<file path="config.mk">
export PLATFORM = sky130hd
export DESIGN_NAME = mem_access_unit
export DESIGN_NICKNAME = d
export VERILOG_FILES = /design/src/rtl/mem_access_unit_pkg.sv /design/src/rtl/mem_access_unit_load_align.sv /design/src/rtl/mem_access_unit.sv
export SDC_FILE = /design/constraint.sdc
export NUM_CORES = 1
export LEC_CHECK = 0
export BUFFER_PORTS_ARGS = -buffer_cell sky130_fd_sc_hd__buf_2
export CAP_MARGIN = 20
export CORE_ASPECT_RATIO = 1.2
export CORE_MARGIN = 1.5
export CORE_UTILIZATION = 45
export DETAILED_ROUTE_END_ITERATION = 8
export PLACE_DENSITY = 0.8
export SETUP_SLACK_MARGIN = 0.3
export SYNTH_ARGS = -nofsm -noshare
export SYNTH_HDL_FRONTEND = slang
export SYNTH_SLANG_ARGS = --single-unit
</file>
<file path="constraint.sdc">
create_clock -name clk -period 2.7 [get_ports clk]
set_clock_uncertainty 0.15 [all_clocks]
set_input_delay 0.27 -clock clk [delete_from_list [all_inputs] [get_ports clk]]
set_output_delay 0.27 -clock clk [all_outputs]
set_load 0.05 [all_outputs]
</file>
<file path="src/rtl/mem_access_unit_pkg.sv">
// Shared constants for the load/store access unit: size codes, FSM encoding, default widths.
package mem_access_unit_pkg;

  localparam int DEF_DATA_WIDTH = 32;
  localparam int DEF_BE_WIDTH   = DEF_DATA_WIDTH / 8;

  localparam logic [1:0] SZ_BYTE = 2'b00;
  localparam logic [1:0] SZ_HALF = 2'b01;
  localparam logic [1:0] SZ_WORD = 2'b10;

  localparam logic [1:0] ST_IDLE = 2'd0;
  localparam logic [1:0] ST_REQ  = 2'd1;
  localparam logic [1:0] ST_RESP = 2'd2;

endpackage

</file>
<file path="src/rtl/mem_access_unit_load_align.sv">
// Lane steering: alignment check, byte enables, store replication and load extraction/extension.
module load_align
  import mem_access_unit_pkg::*;
#(
  parameter int DATA_WIDTH = DEF_DATA_WIDTH,
  parameter int BE_WIDTH   = DEF_BE_WIDTH
) (
  input  logic [1:0]            size,
  input  logic [1:0]            lane,
  input  logic                  ld_unsigned,
  input  logic [DATA_WIDTH-1:0] wdata,
  input  logic [DATA_WIDTH-1:0] mem_rdata,
  output logic [BE_WIDTH-1:0]   be,
  output logic [DATA_WIDTH-1:0] wdata_rep,
  output logic [DATA_WIDTH-1:0] ld_ext,
  output logic                  misalign
);

  logic [DATA_WIDTH-1:0] byte_shift;
  logic [DATA_WIDTH-1:0] half_shift;
  logic [7:0]            ld_byte;
  logic [15:0]           ld_half;

  assign byte_shift = mem_rdata >> {lane, 3'b000};
  assign half_shift = mem_rdata >> {lane[1], 4'b0000};
  assign ld_byte    = byte_shift[7:0];
  assign ld_half    = half_shift[15:0];

  always_comb begin
    be        = '1;
    wdata_rep = wdata;
    ld_ext    = mem_rdata;
    misalign  = 1'b0;
    case (size)
      SZ_BYTE: begin
        be        = BE_WIDTH'(1) << lane;
        wdata_rep = {(DATA_WIDTH/8){wdata[7:0]}};
        ld_ext    = {{(DATA_WIDTH-8){~ld_unsigned & ld_byte[7]}}, ld_byte};
      end
      SZ_HALF: begin
        misalign  = lane[0];
        be        = BE_WIDTH'(3) << lane;
        wdata_rep = {(DATA_WIDTH/16){wdata[15:0]}};
        ld_ext    = {{(DATA_WIDTH-16){~ld_unsigned & ld_half[15]}}, ld_half};
      end
      default: misalign = |lane;
    endcase
  end

endmodule

</file>
<file path="src/rtl/mem_access_unit.sv">
// Single-outstanding load/store sequencer driving a word-wide request/ack memory port.
module mem_access_unit
  import mem_access_unit_pkg::*;
#(
  parameter int DATA_WIDTH = DEF_DATA_WIDTH,
  parameter int BE_WIDTH   = DEF_BE_WIDTH
) (
  input  logic                  clk,
  input  logic                  rst_n,
  input  logic                  start,
  input  logic                  MemRead,
  input  logic                  MemWrite,
  input  logic [1:0]            size,
  input  logic                  ld_unsigned,
  input  logic [DATA_WIDTH-1:0] addr,
  input  logic [DATA_WIDTH-1:0] wdata,
  output logic                  busy,
  output logic                  done,
  output logic [DATA_WIDTH-1:0] rdata,
  output logic                  misalign,
  output logic                  mem_req,
  output logic                  mem_we,
  output logic [DATA_WIDTH-1:0] mem_addr,
  output logic [BE_WIDTH-1:0]   mem_be,
  output logic [DATA_WIDTH-1:0] mem_wdata,
  input  logic [DATA_WIDTH-1:0] mem_rdata,
  input  logic                  mem_ack
);

  logic [1:0]            state;
  logic                  we_q, uns_q, mis_q;
  logic [1:0]            size_q, lane_q;
  logic                  accept;
  logic [1:0]            al_size, al_lane;
  logic                  al_uns, al_mis;
  logic [BE_WIDTH-1:0]   al_be;
  logic [DATA_WIDTH-1:0] al_wdata, al_ld;

  assign accept   = (state == ST_IDLE) && start && (MemRead || MemWrite);
  assign busy     = (state != ST_IDLE);
  assign done     = (state == ST_RESP);
  assign misalign = done & mis_q;

  // One aligner serves both phases: live inputs while idle, captured command afterwards.
  assign al_size = (state == ST_IDLE) ? size        : size_q;
  assign al_lane = (state == ST_IDLE) ? addr[1:0]   : lane_q;
  assign al_uns  = (state == ST_IDLE) ? ld_unsigned : uns_q;

  load_align #(
    .DATA_WIDTH (DATA_WIDTH),
    .BE_WIDTH   (BE_WIDTH)
  ) u_align (
    .size        (al_size),
    .lane        (al_lane),
    .ld_unsigned (al_uns),
    .wdata       (wdata),
    .mem_rdata   (mem_rdata),
    .be          (al_be),
    .wdata_rep   (al_wdata),
    .ld_ext      (al_ld),
    .misalign    (al_mis)
  );

  always_ff @(posedge clk or negedge rst_n) begin
    if (!rst_n) begin
      state     <= ST_IDLE;
      we_q      <= 1'b0;
      uns_q     <= 1'b0;
      mis_q     <= 1'b0;
      size_q    <= SZ_BYTE;
      lane_q    <= 2'b00;
      rdata     <= '0;
      mem_req   <= 1'b0;
      mem_we    <= 1'b0;
      mem_addr  <= '0;
      mem_be    <= '0;
      mem_wdata <= '0;
    end else begin
      case (state)
        ST_IDLE: begin
          if (accept) begin
            we_q   <= MemWrite;
            size_q <= size;
            uns_q  <= ld_unsigned;
            lane_q <= addr[1:0];
            mis_q  <= al_mis;
            if (al_mis) begin
              state <= ST_RESP;
            end else begin
              state     <= ST_REQ;
              mem_req   <= 1'b1;
              mem_we    <= MemWrite;
              mem_addr  <= {addr[DATA_WIDTH-1:2], 2'b00};
              mem_be    <= al_be;
              mem_wdata <= al_wdata;
            end
          end
        end
        ST_REQ: begin
          if (mem_ack) begin
            state     <= ST_RESP;
            mem_req   <= 1'b0;
            mem_we    <= 1'b0;
            mem_addr  <= '0;
            mem_be    <= '0;
            mem_wdata <= '0;
            if (!we_q) rdata <= al_ld;
          end
        end
        ST_RESP: state <= ST_IDLE;
        default: state <= ST_IDLE;
      endcase
    end
  end

endmodule

</file>
==> metrics.txt, run 1 <==
Commonest cells post-synth=dfrtp_1 (109), nand2_1 (58), nor2_1 (49), a22o_1 (38), o21ai_0 (33); largest net degree at the start of global routing=65; drt initial violations=~300; first-pass GRT wire length=~24000 um; Tmin final=about 2.3 ns; crit share post-route=86.5%; CTS Sinks=between 100 and 150; crit path max-delay cell type=dfrtp_4; R2R depth=8; status=finished, final reports clean; Max Freq=428 MHz; clock group share of total power=approximately 13%; routability cong.=around 0.90; worst slack, placed=about 0.23 ns; DP Area=6310 um2; CP max stage delay=between 0.5 and 0.6 ns; setup TNS=0 ns; Die X=100 um; All-Layer GR Usage=approximately 25%; Final Cell Area=~7000 um2; drt wl/cell=18.2 um; grt met1 use=about a third; share of the synthesized area in the top cell type=between 50% and 60%; setup ws final=0.364 ns; CTS buffer count=9; met3 Use GR=4.78%; Area Growth Syn to Fin=36.2%; CP Cell Sequence=buf_2 -> o2bb2ai_1 -> a211oi_2 -> o311ai_4 -> buf_4 -> buf_12 -> a211oi_1 -> a21o_1; WP data required=roughly 2.8 ns; TritonCTS clock tree=built; First-pass DRT Iterations=5; Clk Tree Root Cell=clkbuf_16; nets@finish=slightly above 800; Data arrival, critical path=2.46 ns; area occupied by multi-input gates=between 2000 and 2500 um2; EDFF count, synth=0; Setup CP Type=flop to flop; Setup Viol. Count Final=0; RR Startpoint=state[0]; # DRC=0; Worst R2R Setup Slack=0.36 ns; Synthesis Warnings=0; Synth Cell Area=slightly above 5000 um2; Antenna Nets Post-Route=0; top post-synthesis cells by area=dfrtp_1 (53%), a22o_1 (6.5%), mux2i_1 (5.1%); IO Count=between 200 and 250; vias in the first global route=4763; final count of pins violating max slew=0; routed vias/inst=5.70; clock tree buffer depth=2; Synth Register Bits=~110; WL final=15400 um; clock latency on the worst-skew pair=between 0.3 and 0.4 ns; synthesized instance count=around 480; Gate power share=60.9%; Pwr per Cell Area=1570 nW/um2; leading area contributor after synthesis=dfrtp_1; row count=42; GR Util met2=approximately 43%; Die H=about 120 um; Sequential Power Share=about a quarter; grt ovf=0; CTS clk-pin slew, worst paths=0.07 ns; worst hold endpoint=mem_addr[19]; Hold Crit Start=addr[19]; most common cell in the netlist=dfrtp_1; sequential fraction of the synthesis area=about 53%; Cell variety after synth=between 40 and 50; port bufs=between 200 and 250; DP HPWL=between 10000 and 15000 um; Vias=between 4000 and 5000; GRT Max-Usage Layer=met2; Net Sw Frac=approximately 53%; WHS Path Cells=2; HP Class=input pin to flop; Setup crit end kind=flop; Filler Cell Count=910; asr flop ratio synth=100%; highest ir drop seen on vdd=roughly 0.88 mV; ys flop type=dfrtp_1; H-tree depth=3; initial core utilization=46.3%; Max FO, Critical Path=26; P_leak=approximately 3.5 nW; switching power=between 0.005 and 0.006 W; register area=2730 um2; n_diodes=0; DIE AREA=roughly 12000 um2; RSZ-0062 raised after global routing=no; syn_area_per_cell=roughly 11 um2; layout cell share with drive strength beyond 1=roughly two fifths; worst reg2reg path endpoint=mem_wdata[26]; antenna violations before repair=0; Pint=between 0.005 and 0.006 W; Hold Vio Cnt, Final=0; max-capacitance violation count=0; core region area=~11000 um2; Worst Setup Start Kind=flop
-- metal layers --
metal  part of all wire, %  wire length (um)  vias up
li1                      -                 -     2212
met3                   6.8              1040       38
met1                    40              6130     2331
met5                     0                 0        -
met4                   2.7               413        0
met2                    51              7810      250
-- cell families (layout without fill, tap and decap cells) --
group	Yosys count	count (layout)	share of synthesized area, %
multiplexers	42	42	8.66
AO/OA/AOI/OAI	158	158	22.3
buffers and inverters	39	275	4.55
AND/OR/NAND/NOR	129	129	11.1
other	1	2	0.0733
flip-flops	109	109	53.3
-- flip-flops by register name, summed over array words and instances, names as in the netlist --
register,count
we_q,1
size_q,2
lane_q,2
uns_q,1
mem_wdata,32
mis_q,1
mem_addr,30
mem_req,1
mem_be,4
mem_we,1
state,2
rdata,32
-- area by class of cell --
class / count / area share [%]
repair buffers: 257 / 22.4
flip-flops and latches: 109 / 39.2
well taps: 132 / 2.37
multi-input cells: 331 / 31.5
inverters: 3 / 0.162
clock inverters: 5 / 0.970
clock buffers: 10 / 3.43
-- metrics by stage --
| step | power [W] | hold WS [ns] | std cells | util, % |
|---|---|---|---|---|
| after floorplan | 0.00774 | -0.176 | 479 | - |
| after global placement | 0.00914 | 0.0933 | 800 | 57.2 |
| after detailed placement | 0.00930 | 0.106 | 800 | 57.2 |
| after CTS | 0.0107 | 0.000288 | 839 | 62.3 |
| after global routing | 0.0115 | 0.00254 | 847 | 63.1 |
| final | 0.0109 | 0.0102 | 847 | 63.1 |
-- worst max path at each step --
| stage | from | end | depth (start not counted) | slack (ns) |
|---|---|---|---|---|
| after detailed placement | state[0] | rdata[31] | 6 | 0.23 |
| after global routing | state[0] | rdata[4] | 7 | 0.25 |
| after global placement | state[0] | mem_be[2] | 5 | 0.27 |
| after CTS | state[0] | mem_addr[13] | 7 | 0.35 |
| final | state[0] | mem_wdata[26] | 8 | 0.36 |
| after floorplan | state[1] | misalign | 5 | 0.39 |
-- cell usage in the layout (no fill, tap or decap), drive strengths merged --
master | synthesis | routed
nor3b | 3 | 3
and3 | 1 | 1
or4b | 1 | 1
bufinv | 0 | 1
mux2i | 27 | 27
nor3 | 3 | 3
o311ai | 2 | 2
nand2 | 58 | 58
nand3 | 5 | 5
buf | 25 | 231
a221oi | 8 | 8
nor2 | 51 | 51
and2 | 1 | 1
inv | 3 | 6
o21a | 2 | 2
clkbuf | 11 | 11
or3b | 2 | 2
o21ai | 44 | 44
o2bb2ai | 1 | 1
a21oi | 6 | 6
a22oi | 7 | 7
dfrtp | 109 | 109
a211o | 1 | 1
a32oi | 1 | 1
a31oi | 25 | 25
a41oi | 1 | 1
a211oi | 12 | 12
nor4 | 1 | 1
a22o | 38 | 38
nand2b | 2 | 2
nor4b | 1 | 1
conb | 1 | 2
mux2 | 15 | 15
a21o | 10 | 10
clkinv | 0 | 1
dlygate4sd3 | 0 | 25
-- power groups by stage --
stage	registers (W)	clock network (W)	logic, W
6_report	0.00290	0.00136	0.00664
5_1_grt	0.00299	0.00146	0.00704
4_1_cts	0.00290	0.00139	0.00644
3_5_place_dp	0.00291	0	0.00639
3_3_place_gp	0.00288	0	0.00626
2_1_floorplan	0.00514	0	0.00260
-- what timing repair did --
| action | 4_1_cts | 5_1_grt |
|---|---|---|
| gates cloned | 0 | 1 |
| endpoints found under the setup margin | 70 | 69 |
| resized for setup | 4 | 5 |
| hold buffers | 24 | 1 |
| endpoints found under the hold margin | 55 | 1 |
| buffers inserted | 0 | 6 |
| pin swaps | 0 | 2 |
-- worst max-delay path: cells and delay by family, from the launching register on --
family	cells	cell delay, ns
compound gates	5	1.04
buf+inv	3	0.55
flops	1	0.52
Note: power is estimated with default switching activity, not from simulation.
==> inputs of run 2 (changes only) <==
--- a/config.mk
+++ b/config.mk
@@ -10,6 +10,7 @@
 export CORE_ASPECT_RATIO = 1.2
 export CORE_MARGIN = 1.5
 export CORE_UTILIZATION = 45
+export CTS_BUF_LIST = sky130_fd_sc_hd__clkbuf_8
 export DETAILED_ROUTE_END_ITERATION = 8
 export PLACE_DENSITY = 0.8
 export SETUP_SLACK_MARGIN = 0.3
==> metrics.txt, run 2 (synthesized netlist as in run 1, its figures left out) <==
First-pass DRT Iterations=5; Pwr per Cell Area=approximately 1500 nW/um2; Fin Hold WS=~0.024 ns; Util after Layout=between 60% and 70%; Vias=slightly below 5000; initial core utilization=between 40% and 50%; port bufs=around 210; first-pass GRT wire length=around 25000 um; Antenna Nets Post-Route=0; final count of pins violating max slew=0; Slew @ Worst Pin=0.517 ns; Worst Setup Start Kind=flop; Slew HR=between 60% and 70%; H-tree depth=3; Final Non-Filler Cells=about 870; drt wl/cell=approximately 18 um; drt initial violations=300; routability cong.=0.895; Tmin final=about 2.3 ns; CTS clk-pin slew, worst paths=~0.10 ns; grt ovf=0; setup TNS=0 ns; P_leak=roughly 3.5 nW; CTS buffer count=9; crit path max-delay cell type=dfrtp_4; row count=42; IO Count=between 200 and 250; Clk Tree Root Cell=clkbuf_8; WL final=15500 um; RSZ-0062 raised after global routing=no; Die H=~120 um; nets@finish=835; Max FO, Critical Path=16; antenna violations before repair=0; highest ir drop seen on vdd=about 0.84 mV; max-capacitance violation count=0; critical path launch point=state[0]; # DRC=0; All-Layer GR Usage=a little over a quarter; clock tree buffer depth=2; Hold Crit Start=mem_rdata[23]; status=finished, final reports clean; DP HPWL=10600 um; RR Startpoint=state[0]; vias in the first global route=4908; routed vias/inst=5.65; largest net degree at the start of global routing=65; crit share post-route=a little under nine tenths; TritonCTS clock tree=built; dpl cells=800; CP Cell Sequence=clkbuf_2 -> buf_4 -> nor4b_1 -> a31oi_1 -> a21oi_1 -> o311ai_4 -> buf_4 -> a31oi_1; WP data required=about 2.8 ns; biggest regs=mem_wdata (32), rdata (32), mem_addr (30); clock latency on the worst-skew pair=roughly 0.37 ns; Setup CP Type=flop to flop; commonest non-fill, non-tap cells in the layout=buf_2 (206), dfrtp_1 (107), nand2_1 (58); Die X=between 100 and 150 um; Data arrival, critical path=roughly 2.5 ns; layout cell share with drive strength beyond 1=38.3%; Area Growth Syn to Fin=37.7%; Hold Vio Cnt, Final=0; most common cell after layout, fill and taps aside=buf_2; CTS Sinks=109; core region area=11000 um2; HP Class=input pin to flop; Tot Pwr=~0.011 W; n_diodes=0; Max Freq=between 400 and 500 MHz; CP max stage delay=between 0.5 and 0.6 ns; DIE AREA=approximately 12000 um2; Setup Viol. Count Final=0; Setup crit end kind=flop
## run 2: changes by cell type in the layout (fill, tap and decap cells not counted)
cell | before | now
buf_2 | 207 | 206
clkbuf_16 | 10 | 0
clkbuf_2 | 0 | 1
clkbuf_8 | 1 | 10
dfrtp_2 | 1 | 0
dfrtp_4 | 1 | 2
dlygate4sd3_1 | 25 | 45
o21ai_0 | 31 | 32
o21ai_1 | 12 | 11
## run 2: worst paths after layout
| check | to | slack (ns) | cells past startpoint |
|---|---|---|---|
| max | rdata[24] | 0.38 | 8 |
| min | rdata[23] | 0.02 | 3 |
| max reg2reg | rdata[24] | 0.38 | 8 |
| min reg2reg | mem_wdata[31] | 0.33 | 1 |
| max in group asynchronous | mem_addr[31] | 1.44 | 3 |
| min in group asynchronous | uns_q | 0.23 | 2 |
## run 2: area by class of cell
type,instances,area (um2)
timing repair buffer,276,1730
clock inverter,5,67.6
fill,900,3990
clock buffer,10,138
tap,132,165
inverter,3,11.3
multi-input combinational,331,2190
sequential,109,2740
## run 2: per-stage QoR
stage	instance area, um2	setup WS, ns
finish	7040	0.383
global route	7040	0.284
CTS	6980	0.352
detailed placement	6310	0.229
global placement	6310	0.273
floorplan	5120	0.395
## run 2: power breakdown
part,leakage [nW],internal (W),switching [W]
Clock,0.105,0.000465,0.000582
Combinational,2.06,0.00197,0.00462
Sequential,1.34,0.00240,0.000496
Total,3.50,0.00483,0.00570
## run 2: worst max-delay path: cells and delay by family (launching register included)
family / cells / cell delay (ns)
AND/OR/NAND/NOR: 1 / 0.28
buffers and inverters: 3 / 0.57
flip-flops: 1 / 0.57
AO/OA/AOI/OAI: 4 / 0.67
## run 2: metal layers
layer  global-route usage (%)  vias up  wire, um
met5                        0        -         0
met4                     10.9        0       494
met3                     5.82       45      1150
met2                     43.4      260      7710
met1                     32.7     2335      6160
li1                         -     2254         -
## run 2: repair_timing
action,4_1_cts,5_1_grt
cloned,0,0
gates resized for setup,4,5
pin swaps,0,0
hold endpoints to repair,80,0
hold buffers,45,0
buffers inserted,0,6
setup endpoints to repair,70,72
==> inputs of run 3 (changes only) <==
==> constraint.sdc (replaced) <==
create_clock -name clk -period 2.3 [get_ports clk]
set_clock_uncertainty 0.15 [all_clocks]
set_input_delay 0.23 -clock clk [delete_from_list [all_inputs] [get_ports clk]]
set_output_delay 0.23 -clock clk [all_outputs]
set_load 0.05 [all_outputs]
==> metrics.txt, run 3 (synthesized netlist as in run 1, its figures left out) <==
clock latency on the worst-skew pair=0.37 ns; Tot Pwr=~0.014 W; Setup crit end kind=flop; First-pass DRT Iterations=5; Max Freq=between 400 and 500 MHz; Pint=about 0.0065 W; Setup CP Type=flop to flop; first-pass GRT wire length=roughly 26000 um; clock group share of total power=9.5%; P_leak=~3.9 nW; commonest non-fill, non-tap cells in the layout=buf_2 (204), dfrtp_1 (107), dlygate4sd3_1 (68); HP Class=input pin to flop; Tmin final=~2.3 ns; H-tree depth=3; CTS clk-pin slew, worst paths=between 0.1 and 0.15 ns; met1 wire length=a little under 7000 um; Setup Viol. Count Final=0; clock tree buffer depth=2; Filler Cell Count=between 700 and 800; vias in the first global route=5178; Final Cell Area=slightly below 8000 um2; core region area=roughly 11000 um2; Slew HR=53.2%; CTS buffer count=9; Area Growth Syn to Fin=54.2%; Die H=around 120 um; All-Layer GR Usage=around 28%; Antenna Nets Post-Route=0; Clk Tree Root Cell=clkbuf_8; Met3 Wirelength=~1200 um; drt wl/cell=19.1 um; nets@finish=approximately 890; largest net degree at the start of global routing=between 50 and 60; max-capacitance violation count=0; grt ovf=0; metal2 WL=9110 um; CTS Sinks=~110; Slew @ Worst Pin=0.695 ns; row count=between 40 and 50; status=finished, final reports clean; n_diodes=0; IO Count=210; Data arrival, critical path=roughly 2.4 ns; # DRC=0; Die X=around 100 um; DIE AREA=about 12000 um2; routability cong.=~0.96; setup TNS=0 ns; final count of pins violating max slew=0; DP HPWL=11000 um; antenna violations before repair=0; initial core utilization=between 40% and 50%; DP Area=roughly 6400 um2; port bufs=approximately 210; layout cell share with drive strength beyond 1=a little over two fifths; switching power=roughly 0.0072 W; TritonCTS clock tree=built; highest ir drop seen on vdd=about 0.94 mV; Sequential Power Share=between 20% and 30%; Top Metal Used=met4; Hold Vio Cnt, Final=0; most common cell after layout, fill and taps aside=buf_2; Worst Setup Start Kind=flop; WL final=roughly 18000 um; drt initial violations=~280; Vias=about 5200; Max FO, Critical Path=8; Gate power share=about two thirds; Net Sw Frac=~53%; Util after Layout=71.5%; WP data required=2.41 ns; Pwr per Cell Area=around 1700 nW/um2; crit share post-route=a little over nine tenths; routed vias/inst=roughly 5.6; biggest regs=mem_wdata (32), rdata (32), mem_addr (30); RSZ-0062 raised after global routing=yes
[run 3: layer usage]
| metal | GRT usage (%) | vias up |
|---|---|---|
| li1 | - | 2361 |
| met1 | 33.3 | 2504 |
| met2 | 48.0 | 286 |
| met3 | 5.07 | 40 |
| met4 | 12.0 | 0 |
| met5 | 0 | - |
[run 3: power groups by stage]
stage	clock (W)	combinational, W	sequential [W]
2_1_floorplan	0	0.00318	0.00604
3_3_place_gp	0	0.00758	0.00337
3_5_place_dp	0	0.00774	0.00341
4_1_cts	0.00133	0.00817	0.00337
5_1_grt	0.00140	0.00945	0.00352
6_report	0.00130	0.00902	0.00343
[run 3: cell type report]
| class | instances | area [um2] | area share [%] |
|---|---|---|---|
| Sequential cell | 109 | 2730 | 34.6 |
| Multi-Input combinational cell | 331 | 2420 | 30.7 |
| Timing Repair Buffer | 328 | 2330 | 29.6 |
| Tap cell | 132 | 165 | 2.09 |
| Clock buffer | 9 | 124 | 1.57 |
| Clock inverter | 7 | 95.1 | 1.21 |
| Inverter | 3 | 18.8 | 0.238 |
[run 3: repair_timing]
item,CTS,global route
pin swaps,2,13
gates resized for setup,24,62
endpoints found under the hold margin,117,1
buffers inserted,5,9
hold buffers,67,1
endpoints found under the setup margin,104,103
gates cloned,1,8
[run 3: worst paths after layout]
check | start | end | slack (ns) | depth (start not counted)
max in group asynchronous | rst_n | mem_addr[10] | 1.06 | 3
worst min-delay path | wdata[0] | mem_wdata[0] | 0.009 | 2
worst max register to register | state[0] | mem_wdata[2] | 0.05 | 7
worst min register to register | mem_req | mem_req | 0.33 | 2
min in group asynchronous | rst_n | rdata[31] | 0.25 | 2
worst max-delay path | state[0] | mem_wdata[2] | 0.05 | 7
[run 3: stage by stage]
step,setup slack [ns],hold slack [ns],std cells
5_1_grt,0.0243,0.00541,919
2_1_floorplan,0.208,-0.216,479
3_3_place_gp,0.0539,0.127,812
3_5_place_dp,-0.0394,0.133,812
4_1_cts,0.0833,0.0000804,901
6_report,0.0451,0.00929,919
[run 3: critical path: stages (launching register included)]
cell and delay, ns:
dfrtp_2 0.48, buf_6 0.14, a211o_1 0.26, a211oi_4 0.36, o311ai_4 0.16, buf_6 0.19
clkbuf_16 0.16, a22o_1 0.24
